`config.mk`:
```
export PLATFORM = sky130hd
export DESIGN_NAME = bp_me_dma_bank_mux_flat
export DESIGN_NICKNAME = d
export VERILOG_FILES = /design/src/rtl/bp_me_dma_bank_mux_if.sv /design/src/rtl/bp_me_dma_bank_mux.sv /design/src/flat_wrapper.sv
export SDC_FILE = /design/constraint.sdc
export NUM_CORES = 1
export LEC_CHECK = 0
export CAP_MARGIN = 20
export CORE_AREA = 2 2 193 195
export DETAILED_ROUTE_END_ITERATION = 10
export DIE_AREA = 0 0 195 197
export SETUP_SLACK_MARGIN = 0.15
export SLEW_MARGIN = 30
export SYNTH_ARGS = -nofsm -noshare
export SYNTH_HDL_FRONTEND = slang
export SYNTH_SLANG_ARGS = --single-unit
```
`constraint.sdc`:
```
create_clock -name clk_i -period 6 [get_ports clk_i]
set_input_delay 1.5 -clock clk_i [delete_from_list [all_inputs] [get_ports clk_i]]
set_output_delay 1.5 -clock clk_i [all_outputs]
set_load 0.005 [all_outputs]
```
`src/rtl/bp_me_dma_bank_mux_if.sv`:
```
// Bank-side and DRAM-side DMA signals of bp_me_dma_bank_mux.
// master: the mux itself; slave: the cache banks and memory controller.
interface bp_me_dma_bank_mux_if #(
  parameter int banks_p      = 2,
  parameter int addr_width_p = 28,
  parameter int fill_width_p = 64
);
  localparam int pkt_width_lp = addr_width_p + 1;

  logic [banks_p-1:0][pkt_width_lp-1:0] bank_dma_pkt_i;
  logic [banks_p-1:0]                   bank_dma_pkt_v_i;
  logic [banks_p-1:0]                   bank_dma_pkt_ready_and_o;
  logic [banks_p-1:0][fill_width_p-1:0] bank_dma_data_i;
  logic [banks_p-1:0]                   bank_dma_data_v_i;
  logic [banks_p-1:0]                   bank_dma_data_ready_and_o;
  logic [banks_p-1:0][fill_width_p-1:0] bank_dma_data_o;
  logic [banks_p-1:0]                   bank_dma_data_v_o;
  logic [banks_p-1:0]                   bank_dma_data_ready_and_i;
  logic [pkt_width_lp-1:0]              dma_pkt_o;
  logic                                 dma_pkt_v_o;
  logic                                 dma_pkt_ready_and_i;
  logic [fill_width_p-1:0]              dma_data_i;
  logic                                 dma_data_v_i;
  logic                                 dma_data_ready_and_o;
  logic [fill_width_p-1:0]              dma_data_o;
  logic                                 dma_data_v_o;
  logic                                 dma_data_ready_and_i;

  modport master (
    input  bank_dma_pkt_i, bank_dma_pkt_v_i, bank_dma_data_i, bank_dma_data_v_i,
           bank_dma_data_ready_and_i, dma_pkt_ready_and_i, dma_data_i, dma_data_v_i,
           dma_data_ready_and_i,
    output bank_dma_pkt_ready_and_o, bank_dma_data_ready_and_o, bank_dma_data_o,
           bank_dma_data_v_o, dma_pkt_o, dma_pkt_v_o, dma_data_ready_and_o,
           dma_data_o, dma_data_v_o
  );

  modport slave (
    output bank_dma_pkt_i, bank_dma_pkt_v_i, bank_dma_data_i, bank_dma_data_v_i,
           bank_dma_data_ready_and_i, dma_pkt_ready_and_i, dma_data_i, dma_data_v_i,
           dma_data_ready_and_i,
    input  bank_dma_pkt_ready_and_o, bank_dma_data_ready_and_o, bank_dma_data_o,
           bank_dma_data_v_o, dma_pkt_o, dma_pkt_v_o, dma_data_ready_and_o,
           dma_data_o, dma_data_v_o
  );
endinterface

```
`src/rtl/bp_me_dma_bank_mux.sv`:
```
// Merges per-bank L2 DMA ports onto one DRAM DMA channel with in-order tag FIFOs.
// Define BP_ME_DMA_BANK_MUX_ROUND_ROBIN_EN for round-robin arbitration; default is fixed priority.
module bp_me_dma_bank_mux #(
  parameter int banks_p       = 2,
  parameter int addr_width_p  = 28,
  parameter int fill_width_p  = 64,
  parameter int block_width_p = 512,
  parameter int rd_fifo_els_p = 4,
  parameter int wr_fifo_els_p = 2
) (
  input  logic                 clk_i,
  input  logic                 reset_i,
  bp_me_dma_bank_mux_if.master bus
);
  localparam int bank_id_width_lp = (banks_p > 1) ? $clog2(banks_p) : 1;
  localparam int beats_lp         = block_width_p / fill_width_p;
  localparam int beat_width_lp    = (beats_lp > 1) ? $clog2(beats_lp) : 1;
  localparam int rd_ptr_width_lp  = (rd_fifo_els_p > 1) ? $clog2(rd_fifo_els_p) : 1;
  localparam int wr_ptr_width_lp  = (wr_fifo_els_p > 1) ? $clog2(wr_fifo_els_p) : 1;
  localparam int rd_cnt_width_lp  = $clog2(rd_fifo_els_p + 1);
  localparam int wr_cnt_width_lp  = $clog2(wr_fifo_els_p + 1);

  typedef logic [bank_id_width_lp-1:0] bank_id_t;

  bank_id_t rd_mem_q [rd_fifo_els_p];
  bank_id_t wr_mem_q [wr_fifo_els_p];
  logic [rd_ptr_width_lp-1:0] rd_wptr_q, rd_wptr_d, rd_rptr_q, rd_rptr_d;
  logic [wr_ptr_width_lp-1:0] wr_wptr_q, wr_wptr_d, wr_rptr_q, wr_rptr_d;
  logic [rd_cnt_width_lp-1:0] rd_cnt_q, rd_cnt_d;
  logic [wr_cnt_width_lp-1:0] wr_cnt_q, wr_cnt_d;
  logic [beat_width_lp-1:0]   rd_beat_q, rd_beat_d, wr_beat_q, wr_beat_d;

  logic [banks_p-1:0] elig;
  logic               grant_v, pkt_hs, rd_push, wr_push;
  bank_id_t           grant_id, rd_head, wr_head;
  logic               rd_active, wr_active, rd_beat_hs, wr_beat_hs, rd_pop, wr_pop;
  logic               rd_full, wr_full;

  // Fullness comes from registered counts only, so a same-cycle pop never frees a slot.
  assign rd_full = (rd_cnt_q == rd_cnt_width_lp'(rd_fifo_els_p));
  assign wr_full = (wr_cnt_q == wr_cnt_width_lp'(wr_fifo_els_p));

  always_comb begin
    elig = '0;
    for (int k = 0; k < banks_p; k++)
      elig[k] = bus.bank_dma_pkt_v_i[k]
              & (bus.bank_dma_pkt_i[k][addr_width_p] ? ~wr_full : ~rd_full);
  end

`ifdef BP_ME_DMA_BANK_MUX_ROUND_ROBIN_EN
  bank_id_t rr_q, rr_d;

  // Lowest eligible bank overall, overridden by the lowest one at or after the pointer.
  always_comb begin
    grant_v  = 1'b0;
    grant_id = '0;
    for (int k = banks_p - 1; k >= 0; k--)
      if (elig[k]) begin
        grant_v  = 1'b1;
        grant_id = bank_id_t'(k);
      end
    for (int k = banks_p - 1; k >= 0; k--)
      if (elig[k] && (bank_id_t'(k) >= rr_q))
        grant_id = bank_id_t'(k);
  end

  always_comb begin
    rr_d = rr_q;
    if (pkt_hs)
      rr_d = (grant_id == bank_id_t'(banks_p - 1)) ? '0 : grant_id + 1'b1;
  end

  always_ff @(posedge clk_i) begin
    if (reset_i) rr_q <= '0;
    else         rr_q <= rr_d;
  end
`else
  always_comb begin
    grant_v  = 1'b0;
    grant_id = '0;
    for (int k = banks_p - 1; k >= 0; k--)
      if (elig[k]) begin
        grant_v  = 1'b1;
        grant_id = bank_id_t'(k);
      end
  end
`endif

  assign rd_head   = rd_mem_q[rd_rptr_q];
  assign wr_head   = wr_mem_q[wr_rptr_q];
  assign rd_active = (rd_cnt_q != '0) & ~reset_i;
  assign wr_active = (wr_cnt_q != '0) & ~reset_i;

  always_comb begin
    bus.dma_pkt_v_o               = grant_v & ~reset_i;
    bus.dma_pkt_o                 = bus.bank_dma_pkt_i[grant_id];
    bus.bank_dma_pkt_ready_and_o  = '0;
    bus.bank_dma_pkt_ready_and_o[grant_id] = grant_v & ~reset_i & bus.dma_pkt_ready_and_i;

    bus.dma_data_o                = bus.bank_dma_data_i[wr_head];
    bus.dma_data_v_o              = wr_active & bus.bank_dma_data_v_i[wr_head];
    bus.bank_dma_data_ready_and_o = '0;
    bus.bank_dma_data_ready_and_o[wr_head] = wr_active & bus.dma_data_ready_and_i;

    bus.bank_dma_data_o           = {banks_p{bus.dma_data_i}};
    bus.bank_dma_data_v_o         = '0;
    bus.bank_dma_data_v_o[rd_head] = rd_active & bus.dma_data_v_i;
    bus.dma_data_ready_and_o      = rd_active & bus.bank_dma_data_ready_and_i[rd_head];
  end

  assign pkt_hs     = grant_v & ~reset_i & bus.dma_pkt_ready_and_i;
  assign wr_push    = pkt_hs &  bus.bank_dma_pkt_i[grant_id][addr_width_p];
  assign rd_push    = pkt_hs & ~bus.bank_dma_pkt_i[grant_id][addr_width_p];
  assign wr_beat_hs = wr_active & bus.bank_dma_data_v_i[wr_head] & bus.dma_data_ready_and_i;
  assign rd_beat_hs = rd_active & bus.bank_dma_data_ready_and_i[rd_head] & bus.dma_data_v_i;
  assign wr_pop     = wr_beat_hs & (wr_beat_q == beat_width_lp'(beats_lp - 1));
  assign rd_pop     = rd_beat_hs & (rd_beat_q == beat_width_lp'(beats_lp - 1));

  always_comb begin
    wr_beat_d = wr_beat_q;
    rd_beat_d = rd_beat_q;
    if (wr_beat_hs) wr_beat_d = wr_pop ? '0 : wr_beat_q + 1'b1;
    if (rd_beat_hs) rd_beat_d = rd_pop ? '0 : rd_beat_q + 1'b1;

    wr_wptr_d = wr_wptr_q;
    wr_rptr_d = wr_rptr_q;
    rd_wptr_d = rd_wptr_q;
    rd_rptr_d = rd_rptr_q;
    if (wr_push) wr_wptr_d = (wr_wptr_q == wr_ptr_width_lp'(wr_fifo_els_p - 1)) ? '0 : wr_wptr_q + 1'b1;
    if (wr_pop)  wr_rptr_d = (wr_rptr_q == wr_ptr_width_lp'(wr_fifo_els_p - 1)) ? '0 : wr_rptr_q + 1'b1;
    if (rd_push) rd_wptr_d = (rd_wptr_q == rd_ptr_width_lp'(rd_fifo_els_p - 1)) ? '0 : rd_wptr_q + 1'b1;
    if (rd_pop)  rd_rptr_d = (rd_rptr_q == rd_ptr_width_lp'(rd_fifo_els_p - 1)) ? '0 : rd_rptr_q + 1'b1;

    wr_cnt_d = wr_cnt_q + wr_cnt_width_lp'(wr_push) - wr_cnt_width_lp'(wr_pop);
    rd_cnt_d = rd_cnt_q + rd_cnt_width_lp'(rd_push) - rd_cnt_width_lp'(rd_pop);
  end

  always_ff @(posedge clk_i) begin
    if (reset_i) begin
      rd_wptr_q <= '0;
      rd_rptr_q <= '0;
      wr_wptr_q <= '0;
      wr_rptr_q <= '0;
      rd_cnt_q  <= '0;
      wr_cnt_q  <= '0;
      rd_beat_q <= '0;
      wr_beat_q <= '0;
    end else begin
      rd_wptr_q <= rd_wptr_d;
      rd_rptr_q <= rd_rptr_d;
      wr_wptr_q <= wr_wptr_d;
      wr_rptr_q <= wr_rptr_d;
      rd_cnt_q  <= rd_cnt_d;
      wr_cnt_q  <= wr_cnt_d;
      rd_beat_q <= rd_beat_d;
      wr_beat_q <= wr_beat_d;
    end
  end

  // Tag storage needs no reset: entries are only read while the count says they are valid.
  always_ff @(posedge clk_i) begin
    if (rd_push) rd_mem_q[rd_wptr_q] <= grant_id;
    if (wr_push) wr_mem_q[wr_wptr_q] <= grant_id;
  end
endmodule

```
`src/flat_wrapper.sv`:
```
// flat-port wrapper written by rule: the top's interface ports become plain ports
module bp_me_dma_bank_mux_flat 
#(
  parameter int banks_p       = 2,
  parameter int addr_width_p  = 28,
  parameter int fill_width_p  = 64,
  parameter int block_width_p = 512,
  parameter int rd_fifo_els_p = 4,
  parameter int wr_fifo_els_p = 2
)
  (clk_i, reset_i, bus_bank_dma_pkt_i, bus_bank_dma_pkt_v_i, bus_bank_dma_data_i, bus_bank_dma_data_v_i, bus_bank_dma_data_ready_and_i, bus_dma_pkt_ready_and_i, bus_dma_data_i, bus_dma_data_v_i, bus_dma_data_ready_and_i, bus_bank_dma_pkt_ready_and_o, bus_bank_dma_data_ready_and_o, bus_bank_dma_data_o, bus_bank_dma_data_v_o, bus_dma_pkt_o, bus_dma_pkt_v_o, bus_dma_data_ready_and_o, bus_dma_data_o, bus_dma_data_v_o);
  bp_me_dma_bank_mux_if #(.banks_p(banks_p), .addr_width_p(addr_width_p), .fill_width_p(fill_width_p)) bus_i ();
  input  logic clk_i;
  input  logic reset_i;
  input wire logic [$bits(bus_i.bank_dma_pkt_i)-1:0] bus_bank_dma_pkt_i;
  input wire logic [$bits(bus_i.bank_dma_pkt_v_i)-1:0] bus_bank_dma_pkt_v_i;
  input wire logic [$bits(bus_i.bank_dma_data_i)-1:0] bus_bank_dma_data_i;
  input wire logic [$bits(bus_i.bank_dma_data_v_i)-1:0] bus_bank_dma_data_v_i;
  input wire logic [$bits(bus_i.bank_dma_data_ready_and_i)-1:0] bus_bank_dma_data_ready_and_i;
  input wire logic [$bits(bus_i.dma_pkt_ready_and_i)-1:0] bus_dma_pkt_ready_and_i;
  input wire logic [$bits(bus_i.dma_data_i)-1:0] bus_dma_data_i;
  input wire logic [$bits(bus_i.dma_data_v_i)-1:0] bus_dma_data_v_i;
  input wire logic [$bits(bus_i.dma_data_ready_and_i)-1:0] bus_dma_data_ready_and_i;
  output wire logic [$bits(bus_i.bank_dma_pkt_ready_and_o)-1:0] bus_bank_dma_pkt_ready_and_o;
  output wire logic [$bits(bus_i.bank_dma_data_ready_and_o)-1:0] bus_bank_dma_data_ready_and_o;
  output wire logic [$bits(bus_i.bank_dma_data_o)-1:0] bus_bank_dma_data_o;
  output wire logic [$bits(bus_i.bank_dma_data_v_o)-1:0] bus_bank_dma_data_v_o;
  output wire logic [$bits(bus_i.dma_pkt_o)-1:0] bus_dma_pkt_o;
  output wire logic [$bits(bus_i.dma_pkt_v_o)-1:0] bus_dma_pkt_v_o;
  output wire logic [$bits(bus_i.dma_data_ready_and_o)-1:0] bus_dma_data_ready_and_o;
  output wire logic [$bits(bus_i.dma_data_o)-1:0] bus_dma_data_o;
  output wire logic [$bits(bus_i.dma_data_v_o)-1:0] bus_dma_data_v_o;
  assign bus_i.bank_dma_pkt_i = bus_bank_dma_pkt_i;
  assign bus_i.bank_dma_pkt_v_i = bus_bank_dma_pkt_v_i;
  assign bus_i.bank_dma_data_i = bus_bank_dma_data_i;
  assign bus_i.bank_dma_data_v_i = bus_bank_dma_data_v_i;
  assign bus_i.bank_dma_data_ready_and_i = bus_bank_dma_data_ready_and_i;
  assign bus_i.dma_pkt_ready_and_i = bus_dma_pkt_ready_and_i;
  assign bus_i.dma_data_i = bus_dma_data_i;
  assign bus_i.dma_data_v_i = bus_dma_data_v_i;
  assign bus_i.dma_data_ready_and_i = bus_dma_data_ready_and_i;
  assign bus_bank_dma_pkt_ready_and_o = bus_i.bank_dma_pkt_ready_and_o;
  assign bus_bank_dma_data_ready_and_o = bus_i.bank_dma_data_ready_and_o;
  assign bus_bank_dma_data_o = bus_i.bank_dma_data_o;
  assign bus_bank_dma_data_v_o = bus_i.bank_dma_data_v_o;
  assign bus_dma_pkt_o = bus_i.dma_pkt_o;
  assign bus_dma_pkt_v_o = bus_i.dma_pkt_v_o;
  assign bus_dma_data_ready_and_o = bus_i.dma_data_ready_and_o;
  assign bus_dma_data_o = bus_i.dma_data_o;
  assign bus_dma_data_v_o = bus_i.dma_data_v_o;
  bp_me_dma_bank_mux #(.banks_p(banks_p), .addr_width_p(addr_width_p), .fill_width_p(fill_width_p), .block_width_p(block_width_p), .rd_fifo_els_p(rd_fifo_els_p), .wr_fifo_els_p(wr_fifo_els_p)) u_core (.clk_i(clk_i), .reset_i(reset_i), .bus(bus_i));
endmodule
```
Word-level counts from Yosys, hierarchy flattened. Memory sizes are Yosys's and may differ from the RTL's. A register that Yosys moved wholly into a read port is not among the register bits. Cells that the tools add are included.

RAM bits: 6. Logic and storage cells: 93. Output and inout port bits: 230. Bits of input ports: 261. Memories kept: 2. Register bits: 17.

$lt $le $gt $ge: 6. Bitwise gates (word level): 23. Muxes and demuxes: 33. Reduce and logical (&&, ||, !) cells: 5. $add $sub $neg: 10. Equal/unequal tests: 6.

Memories: u_core.rd_mem_q (words 4, width 1, rd ports 1, clocked after memory_dff 1, write ports 1, line bp_me_dma_bank_mux.sv:25) `bank_id_t rd_mem_q [rd_fifo_els_p];`; u_core.wr_mem_q (words 2, width 1, rd ports 1, clocked after memory_dff 1, write ports 1, line bp_me_dma_bank_mux.sv:26) `bank_id_t wr_mem_q [wr_fifo_els_p];`.

Operator list (count): two-way mux 64 bit (2); two-way mux 29 bit (2); two-way mux 1 bit (20); bitwise AND 1 bit (16); == test 3 bit, second input constant (3); two-way mux 2 bit (4); adder 3 x 1 -> 3 bit, second input constant (2); bitwise AND 2 bit (3); == test 2 bit, second input constant (3); < comparator 1 x 2 -> 1 bit, second input constant (3); two-way mux 3 bit (2); adder 2 x 1 -> 2 bit, second input constant (2); NOT 1 bit (4); adder 3 x 1 -> 3 bit (1); demux 1 bit (select 1 bit) (3); >= comparator 1 bit, second input constant (3); logical AND 1 bit (3); nonzero test 3 bit (1); subtractor 3 x 1 -> 3 bit (1); adder 1 bit, second input constant (2); adder 2 x 1 -> 2 bit (1); nonzero test 2 bit (1); subtractor 2 x 1 -> 2 bit (1).

Depth between registers and ports, before layout.
Depth after elaboration: 12. Depth in mapped cells: 11. Gate-level depth less buffers: 11.

Worst setup path after synthesis. Ideal clock, no wire load.

Kind: input to output. Start point: input port bus_bank_dma_pkt_i[28]. End point: output port bus_dma_pkt_o[10]. Stages: 4. Arrival time: 2.417 ns. Data required time: 4.500 ns. Buffers on the path: 1. Setup slack: 2.083 ns. Cell sequence: o211ai_2 -> nor2b_4 -> buf_6 -> mux2_4.

Word-level cells in the longest chain between the ends: 5.

Ends and longest elaborated chain: start: declaration (line flat_wrapper.sv:15) `input wire logic [$bits(bus_i.bank_dma_pkt_i)-1:0] bus_bank_dma_pkt_i;`; two-way mux 1 bit (line bp_me_dma_bank_mux.sv:47) `& (bus.bank_dma_pkt_i[k][addr_width_p] ? ~wr_full : ~rd_full);`; bitwise AND 1 bit (line bp_me_dma_bank_mux.sv:47); two-way mux 1 bit (line bp_me_dma_bank_mux.sv:82) `if (elig[k]) begin`; via u_core.grant_id (line bp_me_dma_bank_mux.sv:35) `bank_id_t grant_id, rd_head, wr_head;`; two-way mux 29 bit (implied by the code) (2 in a row) (line bp_me_dma_bank_mux.sv:96) `bus.dma_pkt_o = bus.bank_dma_pkt_i[grant_id];`; end: declaration (line flat_wrapper.sv:28) `output wire logic [$bits(bus_i.dma_pkt_o)-1:0] bus_dma_pkt_o;`.

The timed path passes the listed nets, and every way through them passes these cells. The select of a mux whose other input is x is not followed.

Worst setup path after layout.
Start point: input port bus_bank_dma_pkt_i[28]. End point: output port bus_dma_pkt_o[16].

Word-level cells in the longest chain between the ends: 5.

Ends and longest elaborated chain (line): two-way mux 1 bit (bp_me_dma_bank_mux.sv:47); bitwise AND 1 bit (bp_me_dma_bank_mux.sv:47); two-way mux 1 bit (bp_me_dma_bank_mux.sv:82); two-way mux 29 bit (implied by the code) (2 in a row) (bp_me_dma_bank_mux.sv:96).

Every way passes these cells. The select of a mux whose other input is x is not followed.

==> impl_metrics.env <==
export IMPL_outcome="complete, no violations"
export IMPL_hold_start="u_core.wr_wptr_q"
export IMPL_syn_inst=370
export IMPL_numCtsBuffers=3
export IMPL_synth_top_cell_area_share_pct=27.1
export IMPL_reg2reg_from="u_core.rd_mem_q[3]"
export IMPL_cp_required_ns=4.50
export IMPL_drt_total_wl_um=13600
export IMPL_fin_worst_skew_ns=0.00222
export IMPL_syn_nets=645
export IMPL_finalMaxSlewViolations=0
export IMPL_gp_congestion=0.692
export IMPL_synth_main_ff_cell="dfxtp_1"
export IMPL_p_leak_uw=0.00227
export IMPL_cts_resized=0
export IMPL_power_density_nw_per_um2=108
export IMPL_grt_max_degree=59
export IMPL_postCtsSetupBuffers=0
export IMPL_post_drt_wl_per_cell_um=13.5
export IMPL_worst_path_max_fanout=35
export IMPL_initial_core_util_pct=9.79
export IMPL_slew_headroom_pct=55.2
export IMPL_grt_total_usage_pct=6.34
export IMPL_synthesis_area_um2=3550
export IMPL_period_minus_slack_ns=5.08
export IMPL_cpMostUsedCell="clkdlybuf4s50_1"
export IMPL_hold_depth=2
export IMPL_insertion_delay_ns=0.26
export IMPL_final_hold_violation_count=0
export IMPL_die_h_um=197
export IMPL_crit_start="bus_bank_dma_pkt_i[28]"
export IMPL_max_stage_delay_ns=0.55
export IMPL_ys_top_cells_by_area="buf_4 27%, mux2_2 20%, mux2_4 12%, dfxtp_1 11%, edfxtp_1 5.1%"
export IMPL_clock_sinks=26
export IMPL_fin_setup_tns_ns=0
export IMPL_vias_per_cell=3.06
export IMPL_grt_pass1_vias=3155
export IMPL_antenna_found_initial=1
export IMPL_dieArea_um2=38400
export IMPL_end_kind="output pin"
export IMPL_rsz0062_at_grt="false"
export IMPL_fin_crit_sh_pct=84.7
export IMPL_first_iter_violations=78
export IMPL_drive_gt1_share_pct=20.4
export IMPL_drc=0
export IMPL_max_freq_ghz=0.197
export IMPL_synth_distinct_cells=40
export IMPL_htreeDepth=1
export IMPL_yosys_area_top_type="buf_4"
export IMPL_max_vdd_ir_drop_mv=0.0741
export IMPL_core_region_area_um2=36300
export IMPL_n_fill_cell=4030
export IMPL_worstPathCellList="clkdlybuf4s50_1 > nand3b_1 > o211ai_2 > nor2b_4 > buf_12 > mux2_4 > clkdlybuf4s50_1"
export IMPL_drt_antenna_violating_nets=0
export IMPL_async_reset_ff_share_pct=0
export IMPL_io_buffers=298
export IMPL_stdcell_area_um2=6250
export IMPL_ys_seq_area_share_pct=16.3
export IMPL_clkTransAtPathRegs_ns=0.06
export IMPL_hpwl_um=11800
export IMPL_setup_worst_path_class="in2out"
export IMPL_via_count=3082
export IMPL_cts_root_buffer="clkbuf_16"
export IMPL_cts_max_path_buffers=2
export IMPL_cp_data_arrival_time_ns=3.58
export IMPL_synth_most_common_cell="buf_4"
export IMPL_cts_tree="yes"
export IMPL_first_pass_iters=4
export IMPL_worst_pin_slew_ns=0.670
export IMPL_cp_slowest_cell="clkdlybuf4s50_1"
export IMPL_nets=814
export IMPL_hold_path_class="reg2reg"
export IMPL_setup_viol=0
export IMPL_die_w_um=195
export IMPL_postPlaceCellArea_um2=6170
export IMPL_grt_pass1_wl_um=18700
export IMPL_row_count=70
export IMPL_worstSetupStartpointType="input port"
export IMPL_holdBufCountCts=0
export IMPL_area_delta_synth_final_pct=76.0
export IMPL_synth_cells_most_frequent="128 x buf_4, 64 x mux2_2, 28 x mux2_4"
export IMPL_cap_violations=0
export IMPL_reg2regPathDepth=11
export IMPL_io_pin_count=491
export IMPL_avgSynthCellArea_um2=9.60
export IMPL_overflow=0
export IMPL_yosysWarnings=0
export IMPL_ys_ff_latch=26
export IMPL_synth_edf_count=6
==> power by group <==
part / total (uW) / leakage [uW] / switching, uW / internal [uW]
logic: 337 / 0.00201 / 91.2 / 246
registers: 186 / 0.000217 / 3.18 / 183
clock network: 150 / 0.0000382 / 59.4 / 90.9
total: 674 / 0.00227 / 154 / 520
==> final cells by class <==
cell class,instances,area [um^2],share of cell area (%)
antenna,1,2.50,0.0400
clock buffer,4,78.8,1.26
inverter,10,37.5,0.601
multi-input combinational,194,1910,30.6
sequential,26,581,9.29
tap,468,586,9.37
timing repair buffer,304,3050,48.8
==> through the flow <==
| stage | utilization [%] | hold WS (ns) | setup slack, ns | cells | power [uW] |
|---|---|---|---|---|---|
| after floorplan | - | 0.440 | 2.08 | 370 | 356 |
| after global placement | 17.0 | 0.454 | 0.950 | 1002 | 529 |
| after detailed placement | 17.0 | 0.464 | 0.923 | 1002 | 530 |
| after CTS | 17.2 | 0.473 | 0.918 | 1006 | 681 |
| after global routing | 17.2 | 0.495 | 0.849 | 1006 | 709 |
| final | 17.2 | 0.471 | 0.920 | 1007 | 674 |
==> metal layers <==
layer / wire length [um] / up-vias / track usage (%)
met3: 1870 / 15 / 3.63
met1: 5370 / 1334 / 7.46
met5: 0 / - / 0
met2: 6230 / 265 / 10.1
met4: 112 / 0 / 1.07
li1: - / 1468 / -
==> placed cells by master, fill, tap and decap left out, drive strengths merged, types with 2 or more instances in the layout <==
cell           Yosys  final
clkbuf             4      4
nor3b              2      2
a21oi              7      7
inv               10     10
dfxtp             20     20
o211ai             5      5
mux2              92     92
nor2              23     23
nand3b             4      4
xor2               2      2
xnor2              3      3
mux2i              7      7
and2               6      6
nor2b              4      4
edfxtp             6      6
nand2              6      6
clkdlybuf4s50      0    298
o31ai              2      2
ha                13     13
o21ai              4      4
buf              136      6
nor3               2      2
==> worst max-delay path, delay by kind of cell <==
kind | cells | cell delay [ns]
AO/OA/AOI/OAI | 1 | 0.13
buffers and inverters | 3 | 1.25
multiplexers | 1 | 0.32
AND/OR/NAND/NOR | 2 | 0.34
==> kinds of logic (layout without fill, tap and decap cells) <==
kind of cell / Yosys count / after routing / synth area share (%)
buf+inv: 150 / 318 / 30.2
other cells: 0 / 1 / 0
compound gates: 23 / 23 / 4.51
mux: 100 / 100 / 34.7
fa+ha+maj: 14 / 14 / 5.14
simple gates: 52 / 52 / 7.86
xor+xnor: 5 / 5 / 1.23
flops: 26 / 26 / 16.3
==> worst paths after layout <==
path	end	slack [ns]
setup / recovery	bus_dma_pkt_o[16]	0.92
hold / removal	u_core.wr_wptr_q	0.47
setup reg to reg	u_core.rd_cnt_q[2]	3.14
hold reg to reg	u_core.wr_wptr_q	0.47
No activity file was read; power rests on OpenSTA's default activity.
